--- config.mk ---
export PLATFORM = sky130hd
export DESIGN_NAME = pong_match_ctrl
export DESIGN_NICKNAME = d
export VERILOG_FILES = /design/src/rtl/pong_match_ctrl.sv
export SDC_FILE = /design/constraint.sdc
export NUM_CORES = 1
export LEC_CHECK = 0
export CAP_MARGIN = 20
export CORE_MARGIN = 2
export CORE_UTILIZATION = 46
export DETAILED_ROUTE_END_ITERATION = 12
export PLACE_DENSITY = 0.72
export SKIP_LAST_GASP = 1
export SLEW_MARGIN = 0
export SYNTH_ARGS = -nofsm -noshare
export SYNTH_HDL_FRONTEND = slang
export SYNTH_SLANG_ARGS = --single-unit
export TNS_END_PERCENT = 10
--- constraint.sdc ---
create_clock -name i_Clk -period 2.8 [get_ports i_Clk]
set_clock_uncertainty 0.05 [all_clocks]
set_input_delay 0.56 -clock i_Clk [delete_from_list [all_inputs] [get_ports i_Clk]]
set_output_delay 0.56 -clock i_Clk [all_outputs]
set_load 0.1 [all_outputs]
--- src/rtl/pong_match_ctrl.sv ---
// rtl/pong_match_ctrl.sv - Pong match sequencer: serve, rally, point and match-over timing with scoring
//
// Purpose:
//   Turns frame boundaries, the start button and ball/paddle tile positions into
//   the ball-controller enable, serve direction, per-player scores and a winner.
//
// Optional feature macro: PONG_WIN_BY_TWO_EN
//   undefined : a player wins on reaching exactly c_SCORE_LIMIT
//   defined   : a player wins at >= c_SCORE_LIMIT with a lead of two, or at 15
//
// Ports:
//   i_Clk          system/pixel clock
//   i_Rst_L        asynchronous active-low reset
//   i_VSync        vertical sync, falling edge marks a frame
//   i_Game_Start   start button level, rising edge starts a match from IDLE
//   i_Ball_X/Y     ball position in tiles
//   i_Paddle_Y_P1  top row of player 1 paddle
//   i_Paddle_Y_P2  top row of player 2 paddle
//   o_Game_Active  high only while the rally is running
//   o_Serve_Dir    1 = serve toward P2, 0 = toward P1
//   o_P1_Score     player 1 score
//   o_P2_Score     player 2 score
//   o_Winner       00 none, 01 P1, 10 P2
//   o_State        current state encoding
module pong_match_ctrl #(
    parameter int c_GAME_WIDTH    = 40,
    parameter int c_PADDLE_HEIGHT = 6,
    parameter int c_SCORE_LIMIT   = 9,
    parameter int c_SERVE_FRAMES  = 60,
    parameter int c_WIN_FRAMES    = 180
) (
    input  logic       i_Clk,
    input  logic       i_Rst_L,
    input  logic       i_VSync,
    input  logic       i_Game_Start,
    input  logic [5:0] i_Ball_X,
    input  logic [5:0] i_Ball_Y,
    input  logic [5:0] i_Paddle_Y_P1,
    input  logic [5:0] i_Paddle_Y_P2,
    output logic       o_Game_Active,
    output logic       o_Serve_Dir,
    output logic [3:0] o_P1_Score,
    output logic [3:0] o_P2_Score,
    output logic [1:0] o_Winner,
    output logic [2:0] o_State
);

    localparam int c_CNT_MAX = (c_SERVE_FRAMES > c_WIN_FRAMES) ? c_SERVE_FRAMES : c_WIN_FRAMES;
    localparam int c_CNT_W   = $clog2(c_CNT_MAX + 1);

    localparam logic [c_CNT_W-1:0] c_SERVE_LOAD = c_CNT_W'(c_SERVE_FRAMES);
    localparam logic [c_CNT_W-1:0] c_WIN_LOAD   = c_CNT_W'(c_WIN_FRAMES);
    localparam logic [c_CNT_W-1:0] c_CNT_ONE    = c_CNT_W'(1);
    localparam logic [5:0]         c_P2_GOAL    = 6'(c_GAME_WIDTH - 1);
    localparam logic [6:0]         c_PAD_SPAN   = 7'(c_PADDLE_HEIGHT - 1);
    localparam logic [3:0]         c_LIMIT      = 4'(c_SCORE_LIMIT);

    typedef enum logic [2:0] {
        S_IDLE       = 3'd0,
        S_SERVE      = 3'd1,
        S_RUNNING    = 3'd2,
        S_POINT      = 3'd3,
        S_MATCH_OVER = 3'd4
    } state_t;

    state_t               state_q, state_d;
    logic [c_CNT_W-1:0]   cnt_q, cnt_d;
    logic [3:0]           p1_score_q, p1_score_d;
    logic [3:0]           p2_score_q, p2_score_d;
    logic [1:0]           winner_q, winner_d;
    logic                 serve_dir_q, serve_dir_d;
    // 1 when player 1 won the point being scored, 0 when player 2 did
    logic                 scorer_p1_q, scorer_p1_d;

    logic vsync_q, vsync_prev_q;
    logic start_q, start_prev_q;
    logic frame_tick, start_pulse;

    logic [6:0] ball_y7, p1_lo, p1_hi, p2_lo, p2_hi;
    logic       p1_miss, p2_miss;
    logic [3:0] new_score, other_score;
    logic       win;

    assign frame_tick  = vsync_prev_q & ~vsync_q;
    assign start_pulse = start_q & ~start_prev_q;

    // Paddle span is compared at 7 bits so a paddle near the bottom never wraps to row 0.
    assign ball_y7 = {1'b0, i_Ball_Y};
    assign p1_lo   = {1'b0, i_Paddle_Y_P1};
    assign p1_hi   = p1_lo + c_PAD_SPAN;
    assign p2_lo   = {1'b0, i_Paddle_Y_P2};
    assign p2_hi   = p2_lo + c_PAD_SPAN;
    assign p1_miss = (i_Ball_X == 6'd0)      && ((ball_y7 < p1_lo) || (ball_y7 > p1_hi));
    assign p2_miss = (i_Ball_X == c_P2_GOAL) && ((ball_y7 < p2_lo) || (ball_y7 > p2_hi));

    assign new_score   = (scorer_p1_q ? p1_score_q : p2_score_q) + 4'd1;
    assign other_score = scorer_p1_q ? p2_score_q : p1_score_q;

`ifdef PONG_WIN_BY_TWO_EN
    // Lead computed at 5 bits so other_score + 2 cannot wrap.
    assign win = ((new_score >= c_LIMIT) &&
                  ({1'b0, new_score} >= ({1'b0, other_score} + 5'd2))) ||
                 (new_score == 4'hF);
`else
    assign win = (new_score == c_LIMIT);
    logic unused_other;
    assign unused_other = ^other_score;
`endif

    // State register
    always_ff @(posedge i_Clk or negedge i_Rst_L) begin
        if (!i_Rst_L) begin
            state_q      <= S_IDLE;
            cnt_q        <= '0;
            p1_score_q   <= '0;
            p2_score_q   <= '0;
            winner_q     <= 2'b00;
            serve_dir_q  <= 1'b1;
            scorer_p1_q  <= 1'b0;
            vsync_q      <= 1'b0;
            vsync_prev_q <= 1'b0;
            start_q      <= 1'b0;
            start_prev_q <= 1'b0;
        end else begin
            state_q      <= state_d;
            cnt_q        <= cnt_d;
            p1_score_q   <= p1_score_d;
            p2_score_q   <= p2_score_d;
            winner_q     <= winner_d;
            serve_dir_q  <= serve_dir_d;
            scorer_p1_q  <= scorer_p1_d;
            vsync_q      <= i_VSync;
            vsync_prev_q <= vsync_q;
            start_q      <= i_Game_Start;
            start_prev_q <= start_q;
        end
    end

    // Next-state logic
    always_comb begin
        state_d     = state_q;
        cnt_d       = cnt_q;
        p1_score_d  = p1_score_q;
        p2_score_d  = p2_score_q;
        winner_d    = winner_q;
        serve_dir_d = serve_dir_q;
        scorer_p1_d = scorer_p1_q;

        case (state_q)
            S_IDLE: begin
                // A frame tick in the same cycle is simply not looked at here.
                if (start_pulse) begin
                    p1_score_d = '0;
                    p2_score_d = '0;
                    winner_d   = 2'b00;
                    cnt_d      = c_SERVE_LOAD;
                    state_d    = S_SERVE;
                end
            end
            S_SERVE: begin
                if (frame_tick) begin
                    cnt_d = cnt_q - c_CNT_ONE;
                    if (cnt_q == c_CNT_ONE) begin
                        state_d = S_RUNNING;
                    end
                end
            end
            S_RUNNING: begin
                if (p1_miss) begin
                    scorer_p1_d = 1'b0;
                    state_d     = S_POINT;
                end else if (p2_miss) begin
                    scorer_p1_d = 1'b1;
                    state_d     = S_POINT;
                end
            end
            S_POINT: begin
                if (scorer_p1_q) begin
                    p1_score_d = new_score;
                end else begin
                    p2_score_d = new_score;
                end
                if (win) begin
                    winner_d = scorer_p1_q ? 2'b01 : 2'b10;
                    cnt_d    = c_WIN_LOAD;
                    state_d  = S_MATCH_OVER;
                end else begin
                    // Serve toward the player who lost the point.
                    serve_dir_d = scorer_p1_q;
                    cnt_d       = c_SERVE_LOAD;
                    state_d     = S_SERVE;
                end
            end
            S_MATCH_OVER: begin
                if (frame_tick) begin
                    cnt_d = cnt_q - c_CNT_ONE;
                    if (cnt_q == c_CNT_ONE) begin
                        state_d = S_IDLE;
                    end
                end
            end
            default: begin
                state_d = S_IDLE;
            end
        endcase
    end

    // Outputs, all decoded straight from registers
    always_comb begin
        o_Game_Active = (state_q == S_RUNNING);
        o_State       = state_q;
        o_Serve_Dir   = serve_dir_q;
        o_P1_Score    = p1_score_q;
        o_P2_Score    = p2_score_q;
        o_Winner      = winner_q;
    end

endmodule

### Word-level counts from Yosys, hierarchy flattened

Index checks and enable logic that the tools add are counted.

* reduce and logical (&&, ||, !) cells: 17
* $add $sub $neg: 4
* equal/unequal tests: 17
* muxes and demuxes: 25
* $lt $le $gt $ge: 4
* bitwise logic cells: 5

Operators by type and width (number)
* 3-bit 2-to-1 mux: 8
* 8-bit 2-to-1 mux: 3
* 8-bit case mux with 3 select lines: 1
* 4-bit 2-to-1 mux: 4
* 2-bit inequality test (second input constant): 8
* 4-bit case mux with 2 select lines: 2
* 3-bit case mux with 5 select lines: 1
* 6-bit by 3-bit adder with 7-bit output (second input constant): 2
* 6-bit by 7-bit > comparator with 1-bit output: 2
* 6-bit less-than comparator: 2
* 3-bit AND reduction: 4
* 8-bit by 1-bit equality test with 1-bit output (second input constant): 1
* 8-bit by 1-bit subtractor with 8-bit output (second input constant): 1
* 3-bit by 2-bit equality test with 1-bit output (second input constant): 2
* 6-bit equality test (second input constant): 1
* 6-bit zero test: 1
* 2-bit 2-to-1 mux: 3
* 6-bit AND reduction: 1
* 4-bit by 1-bit adder with 4-bit output (second input constant): 1
* 4-bit equality test (second input constant): 1
* 2-bit case mux with 2 select lines: 1
* 2-bit AND reduction: 2
* 2-bit nonzero test: 2
* 3-bit by 1-bit equality test with 1-bit output (second input constant): 1
* 11 further kinds: 17

* output and inout port bits: 15
* register bits: 27

### Longest topological paths before layout

Gate-level depths: netlist of run 1.

* depth after elaboration: 7
* mapped depth: 11
* gate-level depth less buffers: 9

### Worst setup path after synthesis of run 1

OpenSTA, ideal clock, no wires.

* kind: register to output
* start point: register state_q[1] (netlist: o_State[1])
* end point: output port o_Game_Active
* stages on the path, launching flop included: 4
* path slack: 0.274 ns
* arrival time: 1.916 ns
* path through: dfrtp_1 > buf_2 > nand2_1 > inv_1

* word-level cells in the longest chain between the ends: 1

RTL lines
* from (decl): line 66 `state_t state_q, state_d;`
* from (signal assigned): line 125 `state_q <= state_d;`
* 3-bit by 2-bit equality test with 1-bit output: line 210 `o_Game_Active = (state_q == S_RUNNING);`
* to (decl): line 40 `output logic o_Game_Active,`

Every way passes these cells.

### Worst setup path after layout of run 1

* start point: input port i_Paddle_Y_P1[0]
* end point: register scorer_p1_q

* word-level cells in the longest chain between the ends: 6
* elaborated cells between the ends (all ways): 8
* classes of those cells: 1 x add/sub; 2 x order compare; 1 x mux; 4 x reduce/logical

RTL lines
* from (decl): line 38 `input logic [5:0] i_Paddle_Y_P1,`
* 6-bit by 3-bit adder with 7-bit output: line 90 `assign p1_hi = p1_lo + c_PAD_SPAN;`
* 6-bit by 7-bit > comparator with 1-bit output: line 93 `assign p1_miss = (i_Ball_X == 6'd0) && ((ball_y7 < p1_lo) || (ball_y7 > p1_hi));`
* 1-bit logical OR *: line 93
* 1-bit logical AND *: line 93
* 2-bit nonzero test (no line)
* 2-bit AND reduction (no line)
* to (signal assigned): line 131 `scorer_p1_q <= scorer_p1_d;`
* to (decl): line 73 `logic scorer_p1_q, scorer_p1_d;`

Mark *: on every way between the ends. The rest lies on a longest branch, timed or not.
A chain may end at the register's enable or synchronous reset.

==> reports/qor.log, run 1 <==
INFO  logic_synthesis mean_syn_cell_area=8.82um2
INFO  logic_synthesis synth-edff-count=0
INFO  logic_synthesis synthTopCellsByArea=sky130_fd_sc_hd__dfrtp_1, sky130_fd_sc_hd__ha_1, sky130_fd_sc_hd__inv_1, sky130_fd_sc_hd__o21ai_0, sky130_fd_sc_hd__nand2_1
INFO  clock_network  cts_setup_buffers=0
INFO  clock_network  clock_tree_from_tritoncts=yes
INFO  worst_hold_path min-delay-start=vsync_q$_DFF_PN0_
INFO  placement      dp.final_hpwl=4.00mm
INFO  logic_synthesis synth.mux.area_fraction=0.0286
INFO  finish         finish.instance_area=2730um2
INFO  sta            maxSlewHeadroom=0.693
INFO  logic_synthesis synth_area_in_adders=0.168
INFO  drt            total_vias_in_the_final_route=1996
INFO  floorplanning  pin_count=43
INFO  floorplanning  dieWidth=73.7um
INFO  sta            unrepaired_setup_endpoints_after_global_routing=false
INFO  worst_setup_path worstSetupPathType=input pin to flop
INFO  power          power.density=647nW/um2
INFO  clock_network  clk_latency=0.28ns
INFO  logic_synthesis synth_compound_gate_area_share=0.202
INFO  sta            drv_slew=0
INFO  sta            tightest_slew=0.460ns
INFO  logic_synthesis syn_nets=311
INFO  placement      placement.io_buffers=42
INFO  clock_network  numCtsBuffers=3
INFO  logic_synthesis synth_ff_type=sky130_fd_sc_hd__dfrtp_1
INFO  clock_network  clock_root_cell=sky130_fd_sc_hd__clkbuf_8
INFO  grt            grt_util_all_layers=0.189
INFO  worst_setup_path timing.critical_path.arrival=2.70ns
INFO  clock_network  post_cts_resize_count=0
INFO  worst_setup_path r2r-end=o_Winner[1]$_DFFE_PN0P_
INFO  worst_setup_path reg2reg_slack=0.42ns
INFO  clock_network  buffer_levels_on_the_longest_clock_path=2
INFO  finish         area_delta_synth_final=22.4%
INFO  logic_synthesis synth_top_area_frac=0.291
INFO  grt            vias_in_the_first_global_route=1775
INFO  logic_synthesis xor_xnor_cell_area_share_of_the_yosys_netlist=0.0471
INFO  power          final_total_power=0.00177W
INFO  sta            final_period_util=0.916
INFO  clock_network  hold_buffers=0
INFO  flow_run       cap_viol_max_count=0
INFO  worst_setup_path timing.reg2reg.worst_path_depth=9
INFO  drt            totalWireLength=4.89mm
INFO  logic_synthesis synth_simple_gate_area_frac=0.196
INFO  worst_setup_path critical_path_required=2.94ns
INFO  grt            grt_start_max_net_pins=28
INFO  drt            vias_per_cell=5.65
INFO  finish         final_net_count=358
INFO  drt            post-route-drc-count=0
INFO  worst_hold_path min_path_cells=0
INFO  worst_setup_path endpoint_kind=flop
INFO  drt            drt_first_iter_violations=126
INFO  sta            finalCriticalPeriod=2.56ns
INFO  worst_setup_path critical_path.max_stage_delay=0.45ns
INFO  finish         layout-drive-gt1-share=0.107
INFO  outcome        outcome=finished, final reports clean
INFO  logic_synthesis synthDistinctLibCells=55
INFO  grt            globalRoute.totalOverflow=0
INFO  logic_synthesis ys.warnings.count=0
INFO  floorplanning  core.rowCount=25
INFO  floorplanning  fp.coreArea=4690um2
INFO  worst_setup_path timing.critical_path.cells=clkdlybuf4s50_1, ha_1, o21ai_0, xnor2_1, ha_1, o21a_1, o22ai_1, nor3_1, a21o_1, a211oi_1
INFO  worst_setup_path startpoint_type=input pin
INFO  grt            grt_antenna_before_repair=0
INFO  floorplanning  chipHeight=73.7um
INFO  sta            finalHoldViolCount=0
INFO  logic_synthesis synth-seq-cells=27
INFO  logic_synthesis share_of_synthesized_area_occupied_by_flip_flops_and_latches=0.303
INFO  clock_network  clkSinkCount=27
INFO  clock_network  clkTransAtPathRegs=0.10ns
INFO  worst_setup_path cpMostUsedCell=sky130_fd_sc_hd__ha_1
INFO  finish         insertedDiodeCount=0
INFO  logic_synthesis syn_inst=253
INFO  logic_synthesis syn_area=2230um2
INFO  floorplanning  floorplan.initialDensity=0.476
INFO  placement      placement.cell_area=2690um2
INFO  worst_setup_path worst_path_max_delay_cell=sky130_fd_sc_hd__clkdlybuf4s50_1
INFO  worst_setup_path critPathMaxFanout=3
INFO  power          total_leakage_power=1.25nW
INFO  logic_synthesis dominant_combinational_cell_family_by_area_after_synthesis=compound AO/OA/AOI/OAI gates
INFO  clock_network  cts_htree_levels=1
INFO  logic_synthesis netlist_top_cells_count=sky130_fd_sc_hd__ha_1, sky130_fd_sc_hd__dfrtp_1, sky130_fd_sc_hd__inv_1, sky130_fd_sc_hd__nand2_1, sky130_fd_sc_hd__o21ai_0
INFO  power          vdd_drop_max=0.000288V
INFO  logic_synthesis synth.most_common_cell=sky130_fd_sc_hd__ha_1
INFO  placement      routabilityCongestion=0.901
INFO  sta            max_clock_freq=0.390GHz
INFO  worst_setup_path worstReg2RegStart=scorer_p1_q$_DFFE_PN0P_
INFO  grt            wire_length_of_the_first_global_routing_pass=8.09mm
INFO  sta            setup_viol_count_final=0
INFO  floorplanning  die_area=5430um2
INFO  logic_synthesis synthDominantAreaCellType=sky130_fd_sc_hd__dfrtp_1
INFO  worst_hold_path hp-class=flop to flop
INFO  drt            post_drt_wl_per_cell=13.8um
INFO  drt            dr.pass1.iters=4
INFO  drt            ant_nets=0
INFO  finish         fillCellCount=435
INFO  worst_hold_path holdPathEnd=vsync_prev_q$_DFF_PN0_
INFO  logic_synthesis synthArstFlopShare=1.00
## sequential cells by signal, indices dropped and copies added (netlist names), 2 cells and up
signal	flops
o_P1_Score	4
o_P2_Score	4
o_State	3
cnt_q	8
o_Winner	2
## logic make-up after synthesis
logic type,Yosys count
DFF,27
xor gates and xnor gates,12
AOI/OAI and AO/OA,66
and+or+nand+nor,83
muxes,6
adders and majority gates,30
buffers and inverters,29
## metrics by stage
step           instances  worst slack [ns]  utilization  TNS [ns]  hold WS (ns)
6_report             353             0.236        0.582         0         0.356
2_1_floorplan        253             0.274            -         0         0.214
4_1_cts              353             0.233        0.582         0         0.361
5_1_grt              353             0.117        0.582         0         0.379
3_3_place_gp         349            0.0153        0.573         0         0.333
3_5_place_dp         349           -0.0494        0.573   -0.0731         0.340
## metal layers
metal / wire length [um] / vias to the layer above / GRT usage
met5: 0 / - / 0
met4: 72 / 0 / 0.0606
met3: 196 / 8 / 0.0165
met2: 2390 / 60 / 0.325
met1: 2230 / 915 / 0.250
li1: - / 1013 / -
## cell type report
cell class | instances | area [um2] | share of cell area
timing repair buffer | 47 | 420 | 0.154
clock buffer | 4 | 45.0 | 0.0165
sequential | 27 | 677 | 0.248
multi-input combinational | 197 | 1430 | 0.524
tap | 54 | 67.6 | 0.0247
inverter | 24 | 90.1 | 0.0330
## placed cells by master, fill, tap and decap left out, types with 3 or more instances in the layout
cell,n
sky130_fd_sc_hd__o21ai_0,17
sky130_fd_sc_hd__o31ai_1,7
sky130_fd_sc_hd__o21ai_1,3
sky130_fd_sc_hd__o21a_1,5
sky130_fd_sc_hd__and2_1,3
sky130_fd_sc_hd__dfrtp_1,26
sky130_fd_sc_hd__clkbuf_8,3
sky130_fd_sc_hd__nor4_1,3
sky130_fd_sc_hd__ha_1,30
sky130_fd_sc_hd__buf_4,20
sky130_fd_sc_hd__nand3_1,4
sky130_fd_sc_hd__mux2i_1,3
sky130_fd_sc_hd__nor2_1,16
sky130_fd_sc_hd__nor2b_1,4
sky130_fd_sc_hd__inv_1,24
sky130_fd_sc_hd__a21oi_1,11
sky130_fd_sc_hd__nand4_1,5
sky130_fd_sc_hd__nor3_1,9
sky130_fd_sc_hd__a21o_1,3
sky130_fd_sc_hd__nand2_1,22
sky130_fd_sc_hd__xnor2_1,9
sky130_fd_sc_hd__xor2_1,3
sky130_fd_sc_hd__clkdlybuf4s50_1,27
sky130_fd_sc_hd__a211oi_1,3
sky130_fd_sc_hd__or3_1,3
## where the power goes
part	total (W)	switching, W	internal [W]
Clock	0.000227	0.000125	0.000102
Sequential	0.000567	0.000108	0.000459
Combinational	0.000975	0.000647	0.000327
## how the worst max path moves through the flow
stage	slack, ns	from	to
final	0.24	i_Paddle_Y_P1[0]	scorer_p1_q$_DFFE_PN0P_
after detailed placement	-0.05	i_Paddle_Y_P1[0]	scorer_p1_q$_DFFE_PN0P_
after global placement	0.02	i_Paddle_Y_P1[0]	o_State[0]$_DFFE_PN0P_
after CTS	0.23	i_Paddle_Y_P1[0]	scorer_p1_q$_DFFE_PN0P_
after floorplan	0.27	o_State[1]$_DFFE_PN0P_	o_Game_Active
after global routing	0.12	i_Paddle_Y_P1[0]	scorer_p1_q$_DFFE_PN0P_
## worst max-delay path, delay by kind of cell
kind | cells | cell delay (ns)
simple gates | 1 | 0.09
fa+ha+maj | 2 | 0.48
xor+xnor | 1 | 0.15
buf+inv | 1 | 0.45
compound gates | 5 | 0.96
Power figures use the tool's default switching activity.
==> inputs of run 2 (changes only) <==
--- a/config.mk
+++ b/config.mk
@@ -9,7 +9,7 @@
 export CORE_MARGIN = 2
 export CORE_UTILIZATION = 46
 export DETAILED_ROUTE_END_ITERATION = 12
-export PLACE_DENSITY = 0.72
+export PLACE_DENSITY_LB_ADDON = 0.1
 export SKIP_LAST_GASP = 1
 export SLEW_MARGIN = 0
 export SYNTH_ARGS = -nofsm -noshare
==> reports/qor.log, run 2 (synthesized netlist as in run 1, its figures left out) <==
INFO  outcome        outcome=finished, final reports clean
INFO  drt            total_vias_in_the_final_route=1956
INFO  finish         stdcell_count=356
INFO  worst_setup_path critPathMaxFanout=3
INFO  grt            grt_antenna_before_repair=0
INFO  worst_setup_path critical_path_required=2.90ns
INFO  floorplanning  pin_count=43
INFO  worst_setup_path cpLargestDelayFamily=compound AO/OA/AOI/OAI gates
INFO  sta            fin_setup_tns=0ns
INFO  finish         finish.instance_area=2760um2
INFO  drt            vias_per_cell=5.49
INFO  floorplanning  floorplan.initialDensity=0.476
INFO  clock_network  clkSinkCount=27
INFO  grt            grt_util_all_layers=0.200
INFO  finish         final_net_count=361
INFO  finish         finalCoreUtilization=0.587
INFO  sta            max_clock_freq=0.392GHz
INFO  worst_setup_path endpoint_kind=flop
INFO  grt            grt_start_max_net_pins=28
INFO  worst_setup_path worstSetupPathType=input pin to flop
INFO  clock_network  cts_setup_buffers=0
INFO  sta            final_period_util=0.911
INFO  drt            drt_first_iter_violations=97
INFO  finish         regMostFlops=cnt_q
INFO  floorplanning  chipHeight=73.7um
INFO  placement      placement.cell_area=2710um2
INFO  clock_network  clock_tree_from_tritoncts=yes
INFO  worst_setup_path worst_path_max_delay_cell=sky130_fd_sc_hd__clkdlybuf4s50_1
INFO  finish         area_delta_synth_final=23.4%
INFO  finish         layout_commonest_cell=sky130_fd_sc_hd__ha_1
INFO  placement      number_of_placed_cells_counting_well_taps=352
INFO  drt            dr.pass1.iters=4
INFO  grt            globalRoute.totalOverflow=0
INFO  sta            drv_slew=0
INFO  worst_setup_path timing.critical_path.cells=clkdlybuf4s50_1, ha_1, o21ai_0, xnor2_1, ha_1, o21a_1, o22ai_1, nor3_1, a211oi_1, a221oi_2
INFO  clock_network  hold_buffers=0
INFO  sta            setup_viol_count_final=0
INFO  finish         final_cell_mix=sky130_fd_sc_hd__ha_1, sky130_fd_sc_hd__clkdlybuf4s50_1, sky130_fd_sc_hd__dfrtp_1, sky130_fd_sc_hd__inv_1, sky130_fd_sc_hd__buf_4
INFO  sta            finalHoldViolCount=0
INFO  grt            wire_length_of_the_first_global_routing_pass=8.60mm
INFO  clock_network  post_cts_resize_count=0
INFO  worst_setup_path cpMostUsedCell=sky130_fd_sc_hd__ha_1
INFO  clock_network  clock_root_cell=sky130_fd_sc_hd__clkbuf_8
INFO  floorplanning  fp.coreArea=4690um2
INFO  power          power.density=642nW/um2
INFO  worst_setup_path critical_path.max_stage_delay=0.44ns
INFO  placement      placement.io_buffers=42
INFO  placement      routabilityCongestion=0.849
INFO  drt            ant_nets=0
INFO  drt            post_drt_wl_per_cell=13.6um
INFO  floorplanning  dieWidth=73.7um
INFO  clock_network  cts_htree_levels=1
INFO  placement      dp.final_hpwl=4.01mm
INFO  finish         largest_reg_flops=8
INFO  sta            tightest_slew=0.479ns
INFO  floorplanning  die_area=5430um2
INFO  sta            finalCriticalPeriod=2.55ns
INFO  sta            unrepaired_setup_endpoints_after_global_routing=false
INFO  clock_network  numCtsBuffers=3
INFO  sta            fin_ws=0.249ns
INFO  placement      place_ws=-0.0628ns
INFO  finish         insertedDiodeCount=0
INFO  power          total_leakage_power=1.27nW
INFO  clock_network  clk_latency=0.27ns
INFO  sta            maxSlewHeadroom=0.678
INFO  floorplanning  core.rowCount=25
INFO  clock_network  buffer_levels_on_the_longest_clock_path=2
INFO  power          vdd_drop_max=0.000298V
INFO  finish         layout-drive-gt1-share=0.116
INFO  worst_setup_path critical_path_buffer_and_inverter_count=1
INFO  clock_network  clkTransAtPathRegs=0.10ns
INFO  grt            vias_in_the_first_global_route=1993
INFO  worst_hold_path hp-class=flop to flop
INFO  drt            totalWireLength=4.83mm
INFO  flow_run       cap_viol_max_count=0
INFO  finish         fillCellCount=440
INFO  drt            post-route-drc-count=0
INFO  worst_setup_path timing.critical_path.arrival=2.65ns
INFO  worst_setup_path startpoint_type=input pin
[run 2: cell types whose count changed in the layout (fill, tap and decap cells not counted), sizes merged]
cell  previous run  this run
buf             20        23
[run 2: layer usage]
metal	GRT usage	vias to the layer above	part of all wire
li1	-	1020	-
met1	0.249	885	0.44
met2	0.355	44	0.51
met3	0.0178	7	0.029
met4	0.0747	0	0.021
met5	0	-	0
[run 2: final cells by class]
| class | instances | area (um2) | area share |
|---|---|---|---|
| Clock buffer | 4 | 45.0 | 0.0163 |
| Inverter | 24 | 90.1 | 0.0327 |
| Multi-Input combinational cell | 197 | 1430 | 0.520 |
| Sequential cell | 27 | 677 | 0.246 |
| Tap cell | 54 | 67.6 | 0.0245 |
| Timing Repair Buffer | 50 | 443 | 0.161 |
[run 2: path summary, 6_finish.rpt]
kind	startpoint	end	slack, ns	cells after the start
max	i_Paddle_Y_P1[0]	o_State[0]$_DFFE_PN0P_	0.25	10
min	vsync_q$_DFF_PN0_	vsync_prev_q$_DFF_PN0_	0.35	0
max reg2reg	scorer_p1_q$_DFFE_PN0P_	o_Winner[1]$_DFFE_PN0P_	0.37	9
min reg2reg	vsync_q$_DFF_PN0_	vsync_prev_q$_DFF_PN0_	0.35	0
max in group asynchronous	i_Rst_L	o_Serve_Dir$_DFFE_PN1P_	1.80	2
min in group asynchronous	i_Rst_L	cnt_q[2]$_DFFE_PN0P_	0.60	2
[run 2: worst reg2reg max path: cells and delay by family (launching register included)]
| kind | cells | cell delay (ns) |
|---|---|---|
| flops | 1 | 0.59 |
| simple gates | 3 | 0.39 |
| mux | 1 | 0.33 |
| xor+xnor | 1 | 0.26 |
| compound gates | 1 | 0.25 |
| fa+ha+maj | 1 | 0.24 |
| buf+inv | 2 | 0.22 |
[run 2: power by group]
| group | internal, W | switching (W) | total [W] | leakage, nW |
|---|---|---|---|---|
| clock network | 0.000102 | 0.000122 | 0.000224 | 0.0228 |
| logic | 0.000331 | 0.000650 | 0.000981 | 0.904 |
| registers | 0.000459 | 0.000106 | 0.000565 | 0.341 |
[run 2: through the flow]
| step | hold WS, ns | power, W |
|---|---|---|
| detailed placement | 0.339 | 0.00156 |
| CTS | 0.361 | 0.00178 |
| floorplan | 0.214 | 0.00131 |
| finish | 0.355 | 0.00177 |
| global route | 0.372 | 0.00192 |
| global placement | 0.328 | 0.00154 |
